<file path="src/rtl/din_conditioner.sv">
// din_conditioner: synchronises and debounces a raw asynchronous input into a clean level
// with one-cycle rise/fall pulses. Define DIN_COND_SYNC3_EN for a three-flop synchroniser.
module din_conditioner #(
  parameter int STABLE_CYCLES = 4,
  parameter int CNT_W         = $clog2(STABLE_CYCLES)
) (
  input  logic clk,
  input  logic reset_n,
  input  logic d_i,
  output logic q_o,
  output logic rise_o,
  output logic fall_o
);

  typedef enum logic [1:0] {
    IDLE_LO = 2'd0,
    WAIT_HI = 2'd1,
    IDLE_HI = 2'd2,
    WAIT_LO = 2'd3
  } state_t;

  localparam logic [CNT_W-1:0] CNT_LAST = CNT_W'(STABLE_CYCLES - 1);
  localparam logic [CNT_W-1:0] CNT_ONE  = CNT_W'(1);

  logic             r_s1;
  logic             r_s2;
  logic             w_obs;
  state_t           r_state;
  state_t           w_state_nxt;
  logic [CNT_W-1:0] r_cnt;
  logic [CNT_W-1:0] w_cnt_nxt;
  logic             r_q;
  logic             r_rise;
  logic             r_fall;
  logic             w_q_nxt;
  logic             w_rise_nxt;
  logic             w_fall_nxt;

  // Synchroniser chain; only the last stage is observed by the debouncer.
  always_ff @(posedge clk) begin
    if (!reset_n) begin
      r_s1 <= 1'b0;
      r_s2 <= 1'b0;
    end else begin
      r_s1 <= d_i;
      r_s2 <= r_s1;
    end
  end

`ifdef DIN_COND_SYNC3_EN
  logic r_s3;

  // Optional third stage for extra MTBF margin.
  always_ff @(posedge clk) begin
    if (!reset_n) begin
      r_s3 <= 1'b0;
    end else begin
      r_s3 <= r_s2;
    end
  end

  assign w_obs = r_s3;
`else
  assign w_obs = r_s2;
`endif

  // Debounce state, stability counter and registered outputs.
  always_ff @(posedge clk) begin
    if (!reset_n) begin
      r_state <= IDLE_LO;
      r_cnt   <= '0;
      r_q     <= 1'b0;
      r_rise  <= 1'b0;
      r_fall  <= 1'b0;
    end else begin
      r_state <= w_state_nxt;
      r_cnt   <= w_cnt_nxt;
      r_q     <= w_q_nxt;
      r_rise  <= w_rise_nxt;
      r_fall  <= w_fall_nxt;
    end
  end

  // Next-state: a WAIT state reverts on any sample matching the current level.
  always_comb begin
    w_state_nxt = r_state;
    w_cnt_nxt   = r_cnt;
    w_q_nxt     = r_q;
    w_rise_nxt  = 1'b0;
    w_fall_nxt  = 1'b0;
    case (r_state)
      IDLE_LO: begin
        if (w_obs) begin
          w_state_nxt = WAIT_HI;
          w_cnt_nxt   = CNT_ONE;
        end else begin
          w_cnt_nxt   = '0;
        end
      end
      WAIT_HI: begin
        if (!w_obs) begin
          w_state_nxt = IDLE_LO;
          w_cnt_nxt   = '0;
        end else if (r_cnt == CNT_LAST) begin
          w_state_nxt = IDLE_HI;
          w_cnt_nxt   = '0;
          w_q_nxt     = 1'b1;
          w_rise_nxt  = 1'b1;
        end else begin
          w_cnt_nxt   = r_cnt + CNT_ONE;
        end
      end
      IDLE_HI: begin
        if (!w_obs) begin
          w_state_nxt = WAIT_LO;
          w_cnt_nxt   = CNT_ONE;
        end else begin
          w_cnt_nxt   = '0;
        end
      end
      WAIT_LO: begin
        if (w_obs) begin
          w_state_nxt = IDLE_HI;
          w_cnt_nxt   = '0;
        end else if (r_cnt == CNT_LAST) begin
          w_state_nxt = IDLE_LO;
          w_cnt_nxt   = '0;
          w_q_nxt     = 1'b0;
          w_fall_nxt  = 1'b1;
        end else begin
          w_cnt_nxt   = r_cnt + CNT_ONE;
        end
      end
      default: begin
        w_state_nxt = IDLE_LO;
        w_cnt_nxt   = '0;
        w_q_nxt     = 1'b0;
      end
    endcase
  end

  assign q_o    = r_q;
  assign rise_o = r_rise;
  assign fall_o = r_fall;

endmodule

</file>
<file path="config.mk">
export PLATFORM = sky130hd
export DESIGN_NAME = din_conditioner
export DESIGN_NICKNAME = d
export VERILOG_FILES = /design/src/rtl/din_conditioner.sv
export SDC_FILE = /design/constraint.sdc
export NUM_CORES = 1
export LEC_CHECK = 0
export ABC_AREA = 1
export CAP_MARGIN = 20
export CORE_AREA = 2 2 39 41
export CTS_CLUSTER_DIAMETER = 30
export DETAILED_ROUTE_END_ITERATION = 8
export DIE_AREA = 0 0 41 43
export GPL_TIMING_DRIVEN = 0
export REMOVE_ABC_BUFFERS = 1
export SLEW_MARGIN = 20
export SYNTH_ARGS = -nofsm -noshare
export SYNTH_HDL_FRONTEND = slang
export SYNTH_SLANG_ARGS = --single-unit
</file>
<file path="constraint.sdc">
create_clock -name clk -period 2.7 [get_ports clk]
set_clock_uncertainty 0.1 [all_clocks]
set_input_delay 0.54 -clock clk [delete_from_list [all_inputs] [get_ports clk]]
set_output_delay 0.54 -clock clk [all_outputs]
set_load 0.02 [all_outputs]
</file>
==> metrics.md, run 1 <==
| Metric | Value |
|---|---|
| Fin util | `35.6%` |
| Die Width | `slightly above 40 um` |
| Yosys top cell area share | `44.0%` |
| # setup viols final | `0` |
| Clock share of power | `30.7%` |
| Die area | `~1800 um^2` |
| Core area | `1380 um^2` |
| Vias per cell | `between 4 and 5` |
| # port buffers | `5` |
| Fmax achieved | `~0.54 GHz` |
| First-pass GRT wire length | `about 1.2 mm` |
| Worst Tran Pin Value | `between 0.3 and 0.4 ns` |
| Area leader, netlist | `dfxtp_1` |
| Wire per inst | `8.99 um` |
| CP top delay family | `buffers and inverters` |
| Mapped Area | `between 400 and 500 um^2` |
| Worst vdd ir | `approximately 0.00025 V` |
| IO Pins | `6` |
| Crit start category | `register` |
| Combinational share of power | `19.7%` |
| Vias in the first global route | `slightly above 300` |
| Critical path class | `register to output port` |
| Most frequent cells in the layout | `nand2_1, dfxtp_1, inv_1` |
| Hold-fix buffers, CTS | `0` |
| Worst Path Max Fanout | `2` |
| Rel. slew slack | `75.4%` |
| TritonCTS clock tree | `yes` |
| Outcome | `complete, no violations` |
| Reg area | `~180 um^2` |
| Post-CTS Setup Repair Bufs | `0` |
| RSZ-0062 raised after global routing | `no` |
| Pin count of the biggest net entering global routing | `12` |
| Crit end category | `output port` |
| Seq cells post-synth | `9` |
| Initial core utilization | `approximately 30%` |
| Max incr delay on CP | `0.60 ns` |
| CTS Sinks | `9` |
| Post-DRT Antenna Nets | `0` |
| Buffer and inverter count on the worst path | `1` |
| GRT Total Usage | `10.6%` |
| Initial antenna violation count | `0` |
| Setup TNS | `0 ns` |
| Number of detailed-route iterations in the first pass | `4` |
| Crit-path slowest cell | `clkdlybuf4s50_1` |
| # resized after CTS | `0` |
| Layout cells sized above 1 | `between 10% and 20%` |
| Grt total ovfl | `0` |
| Final WL | `692 um` |
| Register area share after synthesis | `between 40% and 50%` |
| Final antenna diode count | `0` |
| DR DRC count | `0` |
| Root buf cell | `clkbuf_4` |
| DR iter-0 viols | `12` |
| Sw Pwr | `roughly 110 uW` |
| CP required | `around 2.1 ns` |
| Ys Warns | `0` |
| RePlAce Congestion | `0.684` |
| P_leak | `approximately 0.00022 uW` |
| PD cells | `698 nW/um^2` |
| Mean post-synth cell area | `7.58 um^2` |
| Num rows | `14` |
| DP HPWL | `approximately 470 um` |
| Fin crit period | `approximately 1.8 ns` |
| Clk_lat worst skew | `~0.26 ns` |
| Sw Share | `about a third` |
| Area Growth Syn to Fin | `20.5%` |
| CP Cell Sequence | `clkdlybuf4s50_1` |
| Seq pwr share | `roughly half` |
| Commonest non-fill, non-tap cell in the layout | `nand2_1` |
| CTS buffer count | `3` |
| Die height | `43 um` |
| Synth Instances | `54` |
| Max Cap Viol | `0` |
| Nets@finish | `between 60 and 70` |
| Fill count | `between 150 and 200` |
| Final Slew Violations | `0` |
| Area taken by multi-input logic gates | `around 180 um^2` |
| Area contributors post-synth | `dfxtp_1, nand2_1, inv_1` |
| CTS clk-pin slew, worst paths | `0.06 ns` |
| Final worst-path cycle share | `approximately two thirds` |
| Post-synth cell types | `18` |
| Vias | `about 340` |
| Critical Path AT | `roughly 1.2 ns` |
| Hold Violations, Final | `0` |
| Hold Crit Class | `register to register` |
| H-Tree Depth | `1` |
| Power consumption | `about 340 uW` |
| Clock buffer depth | `2` |
| Total internal power | `231 uW` |
final timing paths:
path	endpoint	cells after the start	slack, ns	from
setup / recovery	q_o	1	0.86	q_o$_SDFFE_PN0P_
hold / removal	r_s2$_SDFF_PN0_	2	0.32	r_s1$_SDFF_PN0_
setup reg to reg	register	8	1.41	r_state[0]$_SDFFE_PN0P_
hold reg to reg	r_s2$_SDFF_PN0_	2	0.32	r_s1$_SDFF_PN0_
through the flow:
step                      area, um^2  hold slack, ns  worst slack (ns)  cells
after floorplan                  397           0.290              1.53     52
after global placement           467           0.295              1.04     73
after detailed placement         467           0.305              1.05     73
after CTS                        493           0.326             0.851     77
after global routing             493           0.346             0.812     77
final                            493           0.320             0.863     77
kinds of logic after synthesis:
kind of cell    after synthesis  share of synthesized area, %
buf+inv                      11                          11.3
flops                         9                          44.0
compound gates                4                          6.42
simple gates                 28                          32.1
fa+ha+maj                     2                          6.12
cell usage after synthesis (all sizes together):
master  instances
nand2          13
dfxtp           9
inv             9
nor2            7
nand4           4
nand3           3
buf             2
ha              2
a211oi          1
a21oi           1
a31oi           1
nor4            1
o211ai          1
power groups by stage:
stage               Sequential [uW]  Clock [uW]  Combinational, uW
detailed placement              173           0               68.3
CTS                             170         111               68.6
floorplan                       167           0               57.3
finish                          171         106               67.7
global route                    173         120               81.3
global placement                173           0               68.2
metal layers:
metal | vias to the layer above | wire [um] | track usage [%] | share of wire [%]
li1 | 187 | - | - | -
met4 | 0 | 11 | 2.00 | 1.6
met2 | 9 | 287 | 13.4 | 41
met5 | - | 0 | 0 | 0
met3 | 2 | 50 | 9.42 | 7.2
met1 | 145 | 342 | 13.3 | 49
layout make-up:
class,count,area share (%)
Tap cell,16,4.06
Inverter,9,6.85
Timing Repair Buffer,5,10.2
Multi-Input combinational cell,34,37.1
Sequential cell,9,36.5
Clock buffer,4,5.33
(Power assumes the default switching activity.)
==> run 2, diff against run 1 <==
==> constraint.sdc (replaced) <==
create_clock -name clk -period 1.8 [get_ports clk]
set_clock_uncertainty 0.1 [all_clocks]
set_input_delay 0.36 -clock clk [delete_from_list [all_inputs] [get_ports clk]]
set_output_delay 0.36 -clock clk [all_outputs]
set_load 0.02 [all_outputs]
==> results of run 2 <==
The final DEF is identical to that of run 1. Status: complete, no violations.
Among the figures that moved: setup slack after placement 1.05 ns -> 0.326 ns; setup slack after layout 0.863 ns -> 0.143 ns; register-to-register setup slack 1.41 ns -> 0.51 ns; total power 344 uW -> 516 uW; worst IR drop on VDD 0.000246 V -> 0.000369 V
